**src/rtl/arb_req_agent.sv**
```systemverilog
// Requester-side front end for a round-robin arbiter. Each channel has a command FIFO and an FSM
// that raises req, consumes the one-hot grant, and issues the burst as beats on a shared bus.
module arb_req_agent #(
    parameter int N     = 4,
    parameter int DEPTH = 4,
    parameter int LEN_W = 4,
    localparam int ID_W = (N > 1) ? $clog2(N) : 1
) (
    input  logic               clk,
    input  logic               rst,
    input  logic [N-1:0]       cmd_valid,
    output logic [N-1:0]       cmd_ready,
    input  logic [N*LEN_W-1:0] cmd_len,
    output logic [N-1:0]       req,
    input  logic [N-1:0]       gnt,
    output logic               beat_valid,
    output logic [ID_W-1:0]    beat_id,
    output logic               beat_last,
    output logic               err
);
    localparam int PTR_W = (DEPTH > 1) ? $clog2(DEPTH) : 1;
    localparam int CNT_W = PTR_W + 1;

    typedef enum logic [1:0] {IDLE, REQ, XFER, GAP} state_e;

    state_e           state_q [N];
    state_e           state_d [N];
    logic [LEN_W-1:0] mem_q   [N][DEPTH];
    logic [LEN_W-1:0] mem_d   [N][DEPTH];
    logic [PTR_W-1:0] wr_ptr_q [N];
    logic [PTR_W-1:0] wr_ptr_d [N];
    logic [PTR_W-1:0] rd_ptr_q [N];
    logic [PTR_W-1:0] rd_ptr_d [N];
    logic [CNT_W-1:0] count_q [N];
    logic [CNT_W-1:0] count_d [N];
    logic [LEN_W-1:0] cnt_q   [N];
    logic [LEN_W-1:0] cnt_d   [N];
    logic [N-1:0]     req_q, req_d;
    logic             err_q, err_d;

    logic             multi_hot;
    logic [N-1:0]     gnt_eff;
    logic [N-1:0]     full, empty, push, pop, beat, stray;

    // A multi-hot grant is illegal and acts as no grant at all for that cycle.
    always_comb begin
        multi_hot = ($countones(gnt) > 1);
        gnt_eff   = multi_hot ? '0 : gnt;
        for (int i = 0; i < N; i++) begin
            full[i]  = (count_q[i] == CNT_W'(DEPTH));
            empty[i] = (count_q[i] == '0);
            push[i]  = cmd_valid[i] & ~full[i];
            pop[i]   = (state_q[i] == REQ) & gnt_eff[i];
            beat[i]  = (state_q[i] == XFER) & gnt_eff[i];
            stray[i] = gnt[i] & ((state_q[i] == IDLE) | (state_q[i] == GAP));
        end
    end

    always_comb begin
        for (int i = 0; i < N; i++) begin
            mem_d[i]    = mem_q[i];
            wr_ptr_d[i] = wr_ptr_q[i];
            rd_ptr_d[i] = rd_ptr_q[i];
            cnt_d[i]    = cnt_q[i];
            if (push[i]) begin
                mem_d[i][wr_ptr_q[i]] = cmd_len[i*LEN_W +: LEN_W];
                wr_ptr_d[i]           = wr_ptr_q[i] + 1'b1;
            end
            if (pop[i]) begin
                rd_ptr_d[i] = rd_ptr_q[i] + 1'b1;
                cnt_d[i]    = mem_q[i][rd_ptr_q[i]];
            end else if (beat[i]) begin
                cnt_d[i] = cnt_q[i] - 1'b1;
            end
            count_d[i] = count_q[i] + CNT_W'(push[i]) - CNT_W'(pop[i]);
        end
    end

    // Next-state logic: GAP drops req for one cycle so the arbiter can rotate.
    always_comb begin
        for (int i = 0; i < N; i++) begin
            state_d[i] = state_q[i];
            case (state_q[i])
                IDLE:    if (!empty[i]) state_d[i] = REQ;
                REQ:     if (pop[i]) state_d[i] = XFER;
                XFER:    if (beat[i] && (cnt_q[i] == '0)) state_d[i] = GAP;
                GAP:     state_d[i] = empty[i] ? IDLE : REQ;
                default: state_d[i] = IDLE;
            endcase
        end
    end

    // Outputs: req is registered from the next state, beats decode from state and grant.
    always_comb begin
        beat_valid = |beat;
        beat_id    = '0;
        beat_last  = 1'b0;
        for (int i = 0; i < N; i++) begin
            req_d[i] = (state_d[i] == REQ) || (state_d[i] == XFER);
            if (beat[i]) begin
                beat_id   = ID_W'(i);
                beat_last = (cnt_q[i] == '0);
            end
        end
        err_d = err_q | multi_hot | (|stray);
    end

    always_ff @(posedge clk) begin
        if (rst) begin
            for (int i = 0; i < N; i++) begin
                state_q[i]  <= IDLE;
                wr_ptr_q[i] <= '0;
                rd_ptr_q[i] <= '0;
                count_q[i]  <= '0;
                cnt_q[i]    <= '0;
            end
            req_q <= '0;
            err_q <= 1'b0;
        end else begin
            for (int i = 0; i < N; i++) begin
                state_q[i]  <= state_d[i];
                wr_ptr_q[i] <= wr_ptr_d[i];
                rd_ptr_q[i] <= rd_ptr_d[i];
                count_q[i]  <= count_d[i];
                cnt_q[i]    <= cnt_d[i];
            end
            req_q <= req_d;
            err_q <= err_d;
        end
    end

    // Storage needs no reset; the pointers and counts define what is valid.
    always_ff @(posedge clk) begin
        mem_q <= mem_d;
    end

    assign cmd_ready = ~full;
    assign req       = req_q;
    assign err       = err_q;

endmodule

```
**config.mk**
```make
export PLATFORM = sky130hd
export DESIGN_NAME = arb_req_agent
export DESIGN_NICKNAME = d
export VERILOG_FILES = /design/src/rtl/arb_req_agent.sv
export SDC_FILE = /design/constraint.sdc
export NUM_CORES = 1
export LEC_CHECK = 0
export CAP_MARGIN = 15
export CORE_MARGIN = 2
export CORE_UTILIZATION = 55
export CTS_BUF_LIST = sky130_fd_sc_hd__clkbuf_4 sky130_fd_sc_hd__clkbuf_8
export DETAILED_ROUTE_END_ITERATION = 7
export PLACE_DENSITY = 0.78
export SYNTH_ARGS = -nofsm -noshare
export SYNTH_HDL_FRONTEND = slang
export SYNTH_SLANG_ARGS = --single-unit
```
**constraint.sdc**
```tcl
create_clock -name clk -period 3.2 [get_ports clk]
set_clock_uncertainty 0.2 [all_clocks]
set_input_delay 0.48 -clock clk [delete_from_list [all_inputs] [get_ports clk]]
set_output_delay 0.48 -clock clk [all_outputs]
set_load 0.02 [all_outputs]
```
After elaboration in Yosys (flattened, before gate mapping):

Memory sizes are Yosys's and may differ from the RTL's.
Index checks and enable logic that the tools add are counted.

* $add $sub $neg: 23
* $lt $le $gt $ge: 13
* eq/ne operators: 24
* mux-type cells: 91
* bitwise operators: 55
* reduce and logical (&&, ||, !) cells: 26

Operators with widths (count)
* 2-to-1 mux 4 bit: 25
* 2-to-1 mux 2 bit: 34
* bitwise mux 16 bit: 4
* binary-select mux 4 bit (select 2 bit): 4
* demux 4 bit (select 2 bit): 4
* case mux 2 bit (4 select lines): 4
* OR 1 bit: 26
* == test 2 bit (second input constant): 12
* greater-or-equal comparator 3 bit (second input constant): 8
* NOT 2 -> 3 bit: 8
* adder 2 x 1 -> 2 bit (second input constant): 8
* bitwise AND 1 bit: 16
* == test 2 x 1 -> 1 bit (second input constant): 8
* zero test 4 bit: 4
* subtractor 4 x 1 -> 4 bit (second input constant): 4
* adder 3 x 1 -> 3 bit: 4
* == test 3 bit (second input constant): 4
* zero test 3 bit: 4
* less-than comparator 3 x 1 -> 1 bit (second input constant): 4
* 2-to-1 mux 1 bit: 12
* 2-to-1 mux 3 bit: 4
* subtractor 3 x 1 -> 3 bit: 4
* logical AND 1 bit: 8
* zero test 2 bit: 4
* other kinds (7): 15

* flip-flop bits (word level): 69
* memory bits (writable): 52
* input port bits: 26
* output and inout port bits: 13
* logic and storage cells: 255
* memories: 5

Memory list
* cnt_q: depth 4, bits a word 4, rd ports 4, clocked after memory_dff 0, write ports 4, RTL line 36 `logic [LEN_W-1:0] cnt_q [N];`
* count_q: depth 4, bits a word 3, rd ports 4, clocked after memory_dff 0, write ports 4, RTL line 34 `logic [CNT_W-1:0] count_q [N];`
* rd_ptr_q: depth 4, bits a word 2, rd ports 4, clocked after memory_dff 0, write ports 4, RTL line 32 `logic [PTR_W-1:0] rd_ptr_q [N];`
* state_q: depth 4, bits a word 2, rd ports 4, clocked after memory_dff 0, write ports 4, RTL line 26 `state_e state_q [N];`
* wr_ptr_q: depth 4, bits a word 2, rd ports 4, clocked after memory_dff 0, write ports 4, RTL line 30 `logic [PTR_W-1:0] wr_ptr_q [N];`

Depth between registers and ports, before layout:

* depth after elaboration: 10
* gate-level depth with buffers: 15
* gate-level depth less buffers: 13

Worst setup path after synthesis:

Ideal clock, no wire load.

* kind: input to register
* start: input gnt[0]
* end: memory count_q[1][2] in the netlist's numbering
* library setup time: 128 ps
* data arrival time: 2966 ps
* data required time: 2872 ps
* setup slack: -93 ps
* stages: 15
* path buffers: 2
* cell sequence: inv_1 fa_1 nand2b_1 buf_4 buf_4 nand3_1 inv_1 ha_1 inv_1 ha_1 inv_1 fa_1 xor2_1 xnor2_1 nor2_1

RTL lines
* start, declared: RTL line 15 `input logic [N-1:0] gnt,`
* end, declared: RTL line 34

Worst setup path after layout:

* start: input gnt[0]
* end: output beat_last

* cells in the longest elaborated chain, start to end: 9
* elaborated cells on any way between the ends: 12
* those cells by class: 2 x add/sub; 1 x order compare; 5 x mux; 4 x bitwise

RTL lines
* adder 1 x 1 -> 2 bit (implied by the code): RTL line 47 `multi_hot = ($countones(gnt) > 1);`
* adder 2 x 2 -> 3 bit (implied by the code): RTL line 47
* > comparator 3 x 1 -> 1 bit: RTL line 47
* 2-to-1 mux 4 bit *: RTL line 48 `gnt_eff = multi_hot ? '0 : gnt;`
* bitwise AND 1 bit: RTL line 54 `beat[i] = (state_q[i] == XFER) & gnt_eff[i];`
* 2-to-1 mux 1 bit (3 in series): RTL line 100 `if (beat[i]) begin`
* 2-to-1 mux 1 bit *: RTL line 100
* end, declared: RTL line 18 `output logic beat_last,`

Mark *: on every way between the ends. The rest lies on a longest branch, timed or not.

==> flow_summary.ini <==
[critical_path]
critPathLaunchType = input pin
r2r_end = count_q[1][2]$_SDFF_PP0_
end_kind = output port
r2r_slack_ps = 700
critPathMaxFanout = 2
r2r_cells = 12
crit_required_ps = 2520
r2r-start = state_q[1][1]$_SDFF_PP0_
critPathSlowestCell = fa_1
path_class = in -> out
worst_ep_arrival_time_ps = 2400
cp_cell_sequence = clkdlybuf4s15_1 -> inv_2 -> fa_1 -> nand2b_4 -> nand3_4 -> nor4b_4 -> a211oi_2 -> o31ai_1 -> buf_2
max_stage_delay_ps = 500

[synthesis]
synthArstFlopShare_pct = 0
synth_top_area_share_pct = 32.7
ys_seq_area_share_pct = 52.1
synth_top_area_cell = edfxtp_1
ys_types = 54
synth_seq_cells = 121
synthesis.nets = 579
syn_area_mm2 = 0.00588
synth_edf_count = 64
synth_area_leaders = edfxtp_1 33%, dfxtp_1 19%, ha_1 11%
ys_warn_count = 0
synth_area_per_cell_um2 = 11.8
synthCells = 498
synthFlopType = edfxtp_1

[floorplanning]
start_util_pct = 56.7
die_y_um = 107
row_count = 37
pin_count = 39
fp.coreArea_mm2 = 0.0104
fp.dieW_um = 107
dieArea_mm2 = 0.0115

[timing]
final.period_utilization_pct = 96.3
tightest_slew_ps = 549
setup_ws_ps = 117
max_freq_ghz = 0.324
whs_ps = 213
min_period_ps = 3080
setup_violations = 0
slew_viol_final = 0
fin_setup_tns_ps = 0
hold_viol = 0
slew-limit-headroom_pct = 63.4

[power_and_ir_drop]
seq_power_share_pct = 41.8
switchingPower_mw = 1.57
sw_frac_of_total_pct = 31.7
vdd_ir_drop_max_v = 0.000530
p_clk_share_pct = 29.1
p_leak_nw = 2.78
internal_power_mw = 3.37
p_comb_share_pct = 29.1
power.total_mw = 4.94
power_density_mw_per_mm2 = 699

[global_routing]
grt_pass1_vias = 3960
grtUsageMet2_pct = 34.2
overflow = 0
grt_pass1_wl_um = 18200
top_usage_layer = met2
antenna_found_initial = 0
grt_usage_pct = 20.7
grt_util_met3_pct = 6.78
grt_max_degree = 53
use_met1_pct = 25.4

[layout]
postLayoutCoreUtil_pct = 68.1
drive_above_1_share_pct = 18.3
n_antenna_cell = 0
seqCellArea_mm2 = 0.00306
fillers = 733
final_area_mm2 = 0.00706
nets = 653
area_growth_pct = 20.0
multiInputGateArea_mm2 = 0.00261
layoutNonFillerInstCount = 721

[place]
dp_hpwl_um = 7830
place_ws_ps = -766
dp_cells = 688
globalplace.congestion = 0.853
dpl_cell_area_mm2 = 0.00661
portBuffers = 38

[clock_tree]
cts_buffers = 17
root_buffer = clkbuf_8
clkSinkCount = 121
htree_levels = 4
cts_tree = yes
cts_hold_buf = 0
cts.path.max_buffers = 2
clock_latency_ps = 450
path_clk_slew_ps = 70

[detailed_routing]
wire_per_inst_um = 15.0
drtPass1Iterations = 4
dr_total_vias = 3865
viasPerCell = 5.36
ant_nets = 0
drc = 0
wirelength_um = 10800
drtIter0Drc = 235

[min_path]
whs_endpoint = err$_SDFF_PP0_
min_path_cells = 3
hold_path.startpoint = rst
min-delay-path-class = in -> reg

[job]
drv_cap = 0

[status]
outcome = completed
[metal layers]
| layer | vias to the layer above | share of wire, % |
|---|---|---|
| met2 | 84 | 50 |
| met5 | - | 0 |
| li1 | 1908 | - |
| met3 | 13 | 4.7 |
| met1 | 1860 | 44 |
| met4 | 0 | 1.2 |
[logic make-up (layout without fill, tap and decap cells)]
kind of cell	after synthesis	count (layout)	share of synthesized area (%)
xor gates and xnor gates	30	30	4.47
buffers and inverters	66	153	4.45
DFF	121	121	52.1
and+or+nand+nor	146	146	12.4
muxes	22	22	7.19
adders and majority gates	55	55	12.3
AOI/OAI and AO/OA	58	58	7.06
[layout make-up]
| class | count | share of cell area, % |
|---|---|---|
| Multi-Input combinational cell | 311 | 36.9 |
| Clock buffer | 18 | 3.51 |
| Timing Repair Buffer | 73 | 8.83 |
| Tap cell | 136 | 2.41 |
| Sequential cell | 121 | 43.4 |
| Inverter | 48 | 2.55 |
| Clock inverter | 14 | 2.39 |
[state kept, by name (all words and copies together), names as in the netlist]
signal,count
mem_q,64
wr_ptr_q,8
state_q,8
req,4
err,1
cnt_q,16
rd_ptr_q,8
count_q,12
[worst max path at each step]
stage,startpoint,endpoint,slack [ps],depth (start not counted)
global placement,gnt[1],beat_last,-630,9
floorplan,gnt[0],count_q[1][2]$_SDFF_PP0_,10,15
CTS,gnt[3],beat_last,60,9
global route,gnt[0],beat_last,-20,9
finish,gnt[0],beat_last,120,9
detailed placement,gnt[0],beat_last,-770,9
[power by group through the flow]
stage / clock network, mW / logic [mW] / registers [mW]
final: 1.44 / 1.44 / 2.06
after global routing: 1.53 / 1.61 / 2.09
after CTS: 1.46 / 1.44 / 2.06
after detailed placement: 0 / 1.41 / 2.10
after global placement: 0 / 1.34 / 2.07
after floorplan: 0 / 1.02 / 2.07
[cell usage in the layout (no fill, tap or decap), types with 3 or more instances in the layout]
master           synthesis  layout
xor2_1                  12      12
nand3_1                  6       4
nand4_1                  4       4
and3_1                  19      19
a21o_1                   3       3
nor2_1                  49      48
inv_6                    0       3
inv_2                    0       4
edfxtp_1                64      64
mux4_2                  16      16
buf_2                    4       3
and2_1                   8       8
clkdlybuf4s50_1          0      30
clkinv_4                 0       3
bufinv_16                0       3
nor4_1                   5       5
dfxtp_1                 57      57
nor2b_1                  8       8
nand2_1                 26      26
o211ai_1                 4       4
buf_4                    2      33
o21ai_0                  3       3
nor3_1                  12      12
clkbuf_8                 0      18
xnor2_1                 18      18
a21oi_1                 14      14
ha_1                    50      50
a211oi_1                11      10
inv_1                   48      44
fa_1                     5       5
mux2i_1                  4       4
o31ai_1                  4       4
[timing repair]
action,in CTS,in global routing
pin swaps,4,3
setup buffers,1,0
endpoints found under the setup margin,6,3
gates resized for setup,24,8
[critical path: cells and delay by family]
kind,cells,cell delay (ps)
adder cells (fa/ha/maj),1,500
buffers and inverters,3,460
AO/OA/AOI/OAI,2,410
AND/OR/NAND/NOR,3,550
[synthesized netlist by cell type, drive strengths merged (7+ instances only)]
master,count
nand2,26
mux4,16
clkbuf,11
nand3,8
and2,9
a211oi,11
a21oi,14
nor3,12
dfxtp,57
inv,48
ha,50
buf,7
xnor2,18
xor2,12
nor2,49
and3,19
nor2b,8
edfxtp,64
Note: power is estimated with default switching activity, not from simulation.
